$ cat src/rtl/lc3b_pkg.sv
// lc3b_pkg: shared definitions for the LC-3b memory-access path.
//   - state_e   : memory-access FSM states
//   - RW_*      : R_W encodings (read / write)
//   - SIZE_*    : DATA_SIZE encodings (byte / word)
package lc3b_pkg;

  typedef enum logic [1:0] {
    ST_IDLE = 2'd0,
    ST_REQ  = 2'd1,
    ST_DONE = 2'd2,
    ST_ERR  = 2'd3
  } state_e;

  localparam logic RW_READ   = 1'b0;
  localparam logic RW_WRITE  = 1'b1;
  localparam logic SIZE_BYTE = 1'b0;
  localparam logic SIZE_WORD = 1'b1;

endpackage

$ cat src/rtl/mem_access_unit_if.sv
// mem_access_unit_if: request/acknowledge bus between the memory-access
// unit (master) and a variable-latency memory (slave).
//   mem_req   : request, held until acknowledged or timed out
//   mem_we    : write strobe, valid while mem_req
//   mem_addr  : word-aligned byte address
//   mem_be    : byte enables, one per byte lane
//   mem_wdata : write data
//   mem_rdata : read data, valid with mem_ack
//   mem_ack   : access accepted / read data valid
interface mem_access_unit_if #(
  parameter int DATA_W = 16,
  parameter int ADDR_W = 16
) ();

  logic                  mem_req;
  logic                  mem_we;
  logic [ADDR_W-1:0]     mem_addr;
  logic [DATA_W/8-1:0]   mem_be;
  logic [DATA_W-1:0]     mem_wdata;
  logic [DATA_W-1:0]     mem_rdata;
  logic                  mem_ack;

  modport master (
    output mem_req, mem_we, mem_addr, mem_be, mem_wdata,
    input  mem_rdata, mem_ack
  );

  modport slave (
    input  mem_req, mem_we, mem_addr, mem_be, mem_wdata,
    output mem_rdata, mem_ack
  );

endinterface

$ cat src/rtl/mdr_format.sv
// mdr_format: combinational MDR formatting.
//   mdr       in  : raw MDR contents
//   lane      in  : byte lane selected by the low MAR bits
//   data_size in  : 1 = word, 0 = byte
//   bus_byte  in  : low byte of the datapath bus
//   mdr_out   out : MDR for words, sign-extended selected byte for bytes
//   bus_repl  out : bus_byte replicated into every lane (byte MDR load)
module mdr_format
  import lc3b_pkg::*;
#(
  parameter int DATA_W = 16
) (
  input  logic [DATA_W-1:0]           mdr,
  input  logic [$clog2(DATA_W/8)-1:0] lane,
  input  logic                        data_size,
  input  logic [7:0]                  bus_byte,
  output logic [DATA_W-1:0]           mdr_out,
  output logic [DATA_W-1:0]           bus_repl
);

  localparam int LANES  = DATA_W / 8;
  localparam int LANE_W = $clog2(LANES);

  logic [7:0] sel_byte;

  always_comb begin
    sel_byte = mdr[7:0];
    for (int i = 0; i < LANES; i++) begin
      if (lane == LANE_W'(i)) sel_byte = mdr[i*8 +: 8];
    end
  end

  assign mdr_out  = (data_size == SIZE_WORD) ? mdr
                                             : {{(DATA_W-8){sel_byte[7]}}, sel_byte};
  assign bus_repl = {LANES{bus_byte}};

endmodule

$ cat src/rtl/mem_access_unit.sv
// mem_access_unit: MAR/MDR memory-access unit for the LC-3b datapath.
// Owns MAR and MDR and runs a req/ack handshake to a variable-latency
// memory, returning the one-cycle R pulse to the microsequencer.
//   clk, rst              : clock, asynchronous active-low reset
//   LD_MAR, LD_MDR        : register load enables
//   MIO_EN, R_W, DATA_SIZE: access request, direction (1=write), size (1=word)
//   BUS_IN                : datapath bus
//   MAR, MDR, MDR_OUT     : address register, raw data register, GateMDR value
//   R, UNALIGNED, MEM_ERR : completion pulse and its error causes
//   mem                   : memory bus (master side)
module mem_access_unit
  import lc3b_pkg::*;
#(
  parameter int DATA_W  = 16,
  parameter int ADDR_W  = 16,
  parameter int TIMEOUT = 255
) (
  input  logic               clk,
  input  logic               rst,
  input  logic               LD_MAR,
  input  logic               LD_MDR,
  input  logic               MIO_EN,
  input  logic               R_W,
  input  logic               DATA_SIZE,
  input  logic [DATA_W-1:0]  BUS_IN,
  output logic [ADDR_W-1:0]  MAR,
  output logic [DATA_W-1:0]  MDR,
  output logic [DATA_W-1:0]  MDR_OUT,
  output logic               R,
  output logic               UNALIGNED,
  output logic               MEM_ERR,
  mem_access_unit_if.master  mem
);

  localparam int LANES  = DATA_W / 8;
  localparam int LANE_W = $clog2(LANES);
  localparam int CNT_W  = $clog2(TIMEOUT + 1);

  state_e              state_q, state_d;
  logic [CNT_W-1:0]    cnt_q;
  logic                mem_req_q, mem_we_q;
  logic [LANES-1:0]    mem_be_q, be_sel;
  logic                unal_q, merr_q;
  logic                go_req, go_unal, go_tout;
  logic [LANE_W-1:0]   lane;
  logic [ADDR_W-1:0]   mar_load;
  logic [DATA_W-1:0]   bus_repl;

  assign lane = MAR[LANE_W-1:0];

  generate
    if (ADDR_W > DATA_W) begin : g_mar_zext
      assign mar_load = {{(ADDR_W-DATA_W){1'b0}}, BUS_IN};
    end else begin : g_mar_trunc
      assign mar_load = BUS_IN[ADDR_W-1:0];
    end
  endgenerate

  always_comb begin
    be_sel = '0;
    if (DATA_SIZE == SIZE_WORD) begin
      be_sel = '1;
    end else begin
      for (int i = 0; i < LANES; i++) begin
        if (lane == LANE_W'(i)) be_sel[i] = 1'b1;
      end
    end
  end

  // Next-state logic. A misaligned word access fails straight from IDLE so
  // the memory never sees it; in REQ an ack beats a simultaneous timeout.
  always_comb begin
    state_d = state_q;
    go_req  = 1'b0;
    go_unal = 1'b0;
    go_tout = 1'b0;
    case (state_q)
      ST_IDLE: begin
        if (MIO_EN) begin
          if (DATA_SIZE == SIZE_WORD && lane != '0) begin
            state_d = ST_ERR;
            go_unal = 1'b1;
          end else begin
            state_d = ST_REQ;
            go_req  = 1'b1;
          end
        end
      end
      ST_REQ: begin
        if (mem.mem_ack) begin
          state_d = ST_DONE;
        end else if (cnt_q == CNT_W'(TIMEOUT)) begin
          state_d = ST_ERR;
          go_tout = 1'b1;
        end
      end
      default: state_d = ST_IDLE;
    endcase
  end

  // Control registers. cnt_q holds the number of the current REQ cycle
  // (1 in the first), so ERR follows exactly TIMEOUT unacknowledged cycles.
  // The cause flags are written every edge and are therefore only ever set
  // during the single ERR cycle.
  always_ff @(posedge clk or negedge rst) begin
    if (!rst) begin
      state_q   <= ST_IDLE;
      cnt_q     <= '0;
      mem_req_q <= 1'b0;
      mem_we_q  <= 1'b0;
      mem_be_q  <= '0;
      unal_q    <= 1'b0;
      merr_q    <= 1'b0;
    end else begin
      state_q <= state_d;
      unal_q  <= go_unal;
      merr_q  <= go_tout;
      if (go_req) begin
        mem_req_q <= 1'b1;
        mem_we_q  <= (R_W == RW_WRITE);
        mem_be_q  <= be_sel;
        cnt_q     <= CNT_W'(1);
      end else if (state_q == ST_REQ && state_d != ST_REQ) begin
        mem_req_q <= 1'b0;
        mem_we_q  <= 1'b0;
        mem_be_q  <= '0;
        cnt_q     <= '0;
      end else if (state_q == ST_REQ) begin
        cnt_q <= cnt_q + CNT_W'(1);
      end
    end
  end

  // MAR and MDR are frozen while a request is outstanding so the memory sees
  // a stable address and write data.
  always_ff @(posedge clk or negedge rst) begin
    if (!rst) begin
      MAR <= '0;
      MDR <= '0;
    end else begin
      if (LD_MAR && state_q != ST_REQ) MAR <= mar_load;
      if (state_q == ST_REQ) begin
        if (mem.mem_ack && LD_MDR && mem_we_q == RW_READ) MDR <= mem.mem_rdata;
      end else if (!MIO_EN && LD_MDR) begin
        MDR <= (DATA_SIZE == SIZE_BYTE) ? bus_repl : BUS_IN;
      end
    end
  end

  mdr_format #(.DATA_W(DATA_W)) u_mdr_format (
    .mdr       (MDR),
    .lane      (lane),
    .data_size (DATA_SIZE),
    .bus_byte  (BUS_IN[7:0]),
    .mdr_out   (MDR_OUT),
    .bus_repl  (bus_repl)
  );

  assign R         = (state_q == ST_DONE) || (state_q == ST_ERR);
  assign UNALIGNED = unal_q;
  assign MEM_ERR   = merr_q;

  assign mem.mem_req   = mem_req_q;
  assign mem.mem_we    = mem_we_q;
  assign mem.mem_be    = mem_be_q;
  assign mem.mem_addr  = {MAR[ADDR_W-1:LANE_W], {LANE_W{1'b0}}};
  assign mem.mem_wdata = MDR;

endmodule

$ cat src/flat_wrapper.sv
// flat-port wrapper written by rule: the top's interface ports become plain ports
module mem_access_unit_flat import lc3b_pkg::*;
#(
  parameter int DATA_W  = 16,
  parameter int ADDR_W  = 16,
  parameter int TIMEOUT = 255
)
  (clk, rst, LD_MAR, LD_MDR, MIO_EN, R_W, DATA_SIZE, BUS_IN, MAR, MDR, MDR_OUT, R, UNALIGNED, MEM_ERR, mem_mem_req, mem_mem_we, mem_mem_addr, mem_mem_be, mem_mem_wdata, mem_mem_rdata, mem_mem_ack);
  mem_access_unit_if #(.DATA_W(DATA_W), .ADDR_W(ADDR_W)) mem_i ();
  input  logic clk;
  input  logic rst;
  input  logic LD_MAR;
  input  logic LD_MDR;
  input  logic MIO_EN;
  input  logic R_W;
  input  logic DATA_SIZE;
  input  logic [DATA_W-1:0] BUS_IN;
  output logic [ADDR_W-1:0] MAR;
  output logic [DATA_W-1:0] MDR;
  output logic [DATA_W-1:0] MDR_OUT;
  output logic R;
  output logic UNALIGNED;
  output logic MEM_ERR;
  output wire logic [$bits(mem_i.mem_req)-1:0] mem_mem_req;
  output wire logic [$bits(mem_i.mem_we)-1:0] mem_mem_we;
  output wire logic [$bits(mem_i.mem_addr)-1:0] mem_mem_addr;
  output wire logic [$bits(mem_i.mem_be)-1:0] mem_mem_be;
  output wire logic [$bits(mem_i.mem_wdata)-1:0] mem_mem_wdata;
  input wire logic [$bits(mem_i.mem_rdata)-1:0] mem_mem_rdata;
  input wire logic [$bits(mem_i.mem_ack)-1:0] mem_mem_ack;
  assign mem_mem_req = mem_i.mem_req;
  assign mem_mem_we = mem_i.mem_we;
  assign mem_mem_addr = mem_i.mem_addr;
  assign mem_mem_be = mem_i.mem_be;
  assign mem_mem_wdata = mem_i.mem_wdata;
  assign mem_i.mem_rdata = mem_mem_rdata;
  assign mem_i.mem_ack = mem_mem_ack;
  mem_access_unit #(.DATA_W(DATA_W), .ADDR_W(ADDR_W), .TIMEOUT(TIMEOUT)) u_core (.clk(clk), .rst(rst), .LD_MAR(LD_MAR), .LD_MDR(LD_MDR), .MIO_EN(MIO_EN), .R_W(R_W), .DATA_SIZE(DATA_SIZE), .BUS_IN(BUS_IN), .MAR(MAR), .MDR(MDR), .MDR_OUT(MDR_OUT), .R(R), .UNALIGNED(UNALIGNED), .MEM_ERR(MEM_ERR), .mem(mem_i));
endmodule
$ cat config.mk
export PLATFORM = sky130hd
export DESIGN_NAME = mem_access_unit_flat
export DESIGN_NICKNAME = d
export VERILOG_FILES = /design/src/rtl/lc3b_pkg.sv /design/src/rtl/mem_access_unit_if.sv /design/src/rtl/mdr_format.sv /design/src/rtl/mem_access_unit.sv /design/src/flat_wrapper.sv
export SDC_FILE = /design/constraint.sdc
export NUM_CORES = 1
export LEC_CHECK = 0
export CORE_MARGIN = 2
export CORE_UTILIZATION = 42
export DETAILED_ROUTE_END_ITERATION = 8
export GPL_ROUTABILITY_DRIVEN = 0
export PLACE_DENSITY_LB_ADDON = 0.15
export SLEW_MARGIN = 25
export SYNTH_ARGS = -nofsm -noshare
export SYNTH_HDL_FRONTEND = slang
export SYNTH_SLANG_ARGS = --single-unit
$ cat constraint.sdc
create_clock -name clk -period 2.2 [get_ports clk]
set_input_delay 0.44 -clock clk [delete_from_list [all_inputs] [get_ports clk]]
set_output_delay 0.44 -clock clk [all_outputs]
set_load 0.02 [all_outputs]
After elaboration in Yosys (flattened, before gate mapping). Index checks and enable logic that the tools add are counted.

Register bits: 48. Input bits: 40. Output and inout port bits: 87. Logic and storage cells: 62.

Add/subtract/negate cells: 1. Eq/ne operators: 7. Mux-type cells: 31. Bitwise logic cells: 1. Reductions and logical operators: 13.

Operators by type and width (number): two-way mux 16 bit (5); two-way mux 8 bit (4); two-way mux 1 bit (14); two-way mux 2 bit (7); adder 8 x 1 -> 8 bit, second input constant (1); == test 8 bit, second input constant (1); logical AND 1 bit (6); == test 2 bit, second input constant (2); != test 2 x 1 -> 1 bit, second input constant (2); case mux 2 bit (2 select lines) (1); nonzero test 2 bit (2); nonzero test 3 bit (1); == test 2 x 1 -> 1 bit, second input constant (1); logical NOT 2 bit (1); != test 2 bit, second input constant (1); AND reduction 2 bit (1); logical NOT 1 bit (1); logical OR 1 bit (1); inverter 1 bit (1).

Depth between registers and ports, before layout. Gate-level depths: netlist of run 1.

Depth in word-level cells: 8. Depth in mapped cells: 7. Gate-level depth less buffers: 5.

Cells and area by module. A second synthesis of run 1 with hierarchy kept.

Cells, all modules: 298. Area, all modules: 3049.2 um2.

Modules (own cells, without submodules): mem_access_unit (times used 1, cells an instance 254, area each 2651.3 um2); mdr_format (times used 1, cells an instance 44, area each 397.9 um2).

Worst setup path after synthesis of run 1. No wires, ideal clock.

Path kind: input -> output. Start point: in DATA_SIZE. End point: out MDR_OUT[15]. Data arrival time: 1448 ps. Required time: 1760 ps. Path slack: 312 ps. Stages on the path: 4. Cell sequence: buf_2 buf_2 nor2_1 o21ai_0.

Cells in the longest elaborated chain, start to end: 1.

Ends and longest elaborated chain: from (decl) (line flat_wrapper.sv:16) `input logic DATA_SIZE;`; two-way mux 16 bit (line mdr_format.sv:33) `assign mdr_out = (data_size == SIZE_WORD) ? mdr`; to (decl) (line flat_wrapper.sv:20) `output logic [DATA_W-1:0] MDR_OUT;`.

No other way between the ends.

Worst setup path in the final report of run 1.
Start point: in DATA_SIZE. End point: out MDR_OUT[2].

The elaborated chain is that of the path after synthesis.

==> results of run 1 <==
[flip-flops by register name (all words and copies together), names as in the netlist]
name and cells:
u_core.state_q 2, u_core.UNALIGNED 1, u_core.mem.mem_we 1, u_core.MAR 16
u_core.mem.mem_be 2, u_core.cnt_q 8, u_core.mem.mem_req 1, u_core.MEM_ERR 1
u_core.MDR 16
[final cells by class]
cell class,instances,share of cell area
clock buffers,6,0.0183
clock inverters,2,0.00886
inverters,9,0.00854
multi-input cells,172,0.300
flip-flops and latches,48,0.304
well taps,77,0.0244
repair buffers,139,0.336
[layer usage]
| metal | global-route usage | routed length, um | vias to the layer above | part of all wire |
|---|---|---|---|---|
| met5 | 0 | 0 | - | 0 |
| met4 | 0.0433 | 59 | 0 | 0.0084 |
| met3 | 0.0409 | 431 | 7 | 0.061 |
| met2 | 0.313 | 3270 | 86 | 0.47 |
| met1 | 0.271 | 3250 | 1083 | 0.46 |
| li1 | - | - | 1102 | - |
[synthesized netlist by cell type (3+ instances only)]
cell type / number
mux2i_1: 17
dfrtp_1: 48
nand3_1: 5
a21o_1: 7
clkbuf_1: 4
buf_6: 3
o211ai_1: 3
buf_4: 33
buf_2: 5
inv_1: 9
xor2_1: 3
o21ai_0: 12
nand2_1: 40
nor2_1: 15
a21oi_1: 13
mux2_2: 22
[power groups by stage]
stage,clock network [mW],registers (mW),logic (mW)
3_3_place_gp,0,1.65,4.08
2_1_floorplan,0,1.98,2.25
5_1_grt,0.688,1.72,4.20
6_report,0.632,1.66,3.95
4_1_cts,0.657,1.66,4.02
3_5_place_dp,0,1.68,4.12
[worst reg2reg max path: cells and delay by family, from the launching register on]
kind            cells  cell delay [ns]
simple gates        1             0.43
buf+inv             1             0.19
flops               1             0.47
compound gates      3             0.53
[cells by family (layout without fill, tap and decap cells)]
kind of cell,count (synthesis),count (layout),share of synthesized area
simple gates,78,78,0.138
fa+ha+maj,1,1,0.00453
mux,41,41,0.162
flops,48,48,0.435
buf+inv,55,156,0.136
xor+xnor,3,3,0.00951
compound gates,48,48,0.114
other cells,1,1,0.00136
[timing repair]
item                       CTS  global route
pin swaps                    0             0
hold buffers                 0             0
setup endpoints to repair   16            13
gates cloned                 0             0
gates resized for setup     23            21
setup buffers                0             0
[through the flow]
step	util	setup TNS (ns)	worst slack, ns	hold slack (ns)	instance area, um^2
5_1_grt	0.623	0	0.00346	0.280	3960
3_3_place_gp	0.615	-3.77	-0.244	0.475	3910
6_report	0.623	0	0.0532	0.226	3960
3_5_place_dp	0.615	-4.11	-0.302	0.483	3910
4_1_cts	0.631	0	0.00169	0.252	4000
2_1_floorplan	-	0	0.312	0.144	2760
[worst paths after layout]
check	cells past startpoint	from	end	slack, ns
max reg2reg	5	u_core.MAR[0]$_DFFE_PN0P_	u_core.cnt_q[6]$_DFFE_PN0P_	0.51
min in group clk	1	u_core.mem.mem_be[1]$_DFFE_PN0P_	u_core.mem.mem_be[1]$_DFFE_PN0P_	0.50
max in group asynchronous	2	rst	u_core.MDR[10]$_DFFE_PN0P_	1.56
min reg2reg	1	u_core.mem.mem_be[1]$_DFFE_PN0P_	u_core.mem.mem_be[1]$_DFFE_PN0P_	0.50
min	2	rst	u_core.cnt_q[7]$_DFFE_PN0P_	0.23
max	5	DATA_SIZE	MDR_OUT[2]	0.05
==> impl_metrics.tcl, run 1 <==
set metrics [dict create \
    outcome "completed" \
    crit_fanout 16 \
    fp.dieH_um 85.1 \
    synth-seq-cells 48 \
    internal-power_mw 3.50 \
    pin_count 127 \
    synth_top_cell_by_area "dfrtp_1" \
    hold_viol 0 \
    grt_max_degree 49 \
    ff_latch_area_um2 1200 \
    switching_share 0.439 \
    setup_viol_count_final 0 \
    io_buffers 125 \
    post-route-min-period_ns 2.15 \
    ant_nets 0 \
    clkTransAtPathRegs_ns 0.08 \
    drive_above_1_share 0.173 \
    synthFlopType "dfrtp_1" \
    grt_usage 0.194 \
    slowest_delay_ns 0.43 \
    initial_core_util 0.435 \
    critPathLaunchType "primary input" \
    crit_type "primary input to output pin" \
    root_buffer "clkbuf_8" \
    p_switching_mw 2.74 \
    route.detailed.drc 0 \
    async_reset_ff_frac 1.00 \
    slowest_stage "clkdlybuf4s50_1" \
    clk-insertion-delay-late_ns 0.30 \
    drt_pass1_iterations 4 \
    cts_buffer_depth 2 \
    grt_pass1_wl_um 11100 \
    yosys_warnings 0 \
    grt_pass1_vias 2196 \
    seq_area_frac_synth 0.435 \
    cp-end-kind "output pin" \
    nNetsFinal 416 \
    power.leakage_nw 1.83 \
    synth_area_um2 2760 \
    synthTopCellsByArea "dfrtp_1, buf_4, mux2_2, mux2i_1, nand2_1" \
    wl_um 7020 \
    drv_slew 0 \
    n_antenna_cell 0 \
    area_delta_synth_final_pct 43.1 \
    cap_violations 0 \
    synth_top_area_frac 0.435 \
    nFillCells 549 \
    grt_overflow 0 \
    mostFrequentLayoutCell "clkdlybuf4s50_1" \
    slew_headroom 0.591 \
    clock_skew_ns 0.00812 \
    coreArea_um2 6350 \
    crit_arrival_ns 1.71 \
    cpLargestDelayFamily "buffers and inverters" \
    dp_hpwl_um 5350 \
    cp_num_buf_inv 3 \
    seq_power_share 0.266 \
    fin_crit_sh 0.976 \
    synth_cell_types 47 \
    peakVddDrop_uv 930 \
    synth-edff-count 0 \
    layout_common_cells "clkdlybuf4s50_1, dfrtp_1, nand2_1" \
    syn_area_per_cell_um2 10.1 \
    final_cells 453 \
    wl_per_cell_um 15.5 \
    power_mw 6.24 \
    clock-sinks 48 \
    multi_input_area_um2 1190 \
    rows 29 \
    die_area_um2 7250 \
    die_x_um 85.1 \
    numCtsBuffers 5 \
    dp.cells 445 \
    p_comb_frac 0.633 \
    postSynthCellCount 275 \
    syn-num-nets 316 \
    worst_pin_slew_ns 0.613 \
    power_density_nw_per_um2 1580 \
    rsz0062_at_grt "false" \
    post_drt_via_cell_ratio 5.03 \
    dr_total_vias 2278 \
    cts_tree "done" \
    antenna_found_initial 0 \
    p_clk_frac 0.101 \
    drt_iter0_markers 89 \
    hold_class "primary input to async pin" \
    required_ns 1.76 \
    cp_cell_sequence "clkdlybuf4s50_1 > nand2b_1 > buf_12 > o21ai_0 > clkdlybuf4s15_1" \
    fmax_ghz 0.466 \
    ctsHtreeMaxLevel 2 \
]
Note: power is estimated with default switching activity, not from simulation.
==> run 2, diff against run 1 <==
- CTS_CLUSTER_DIAMETER: unset -> 100
==> results of run 2 <==
Final layout, timing and power as in run 1 (identical DEF).
==> run 3, diff against run 2 <==
- SLEW_MARGIN: 25 -> unset
==> results of run 3 <==
Final layout, timing and power as in run 1 (identical DEF).
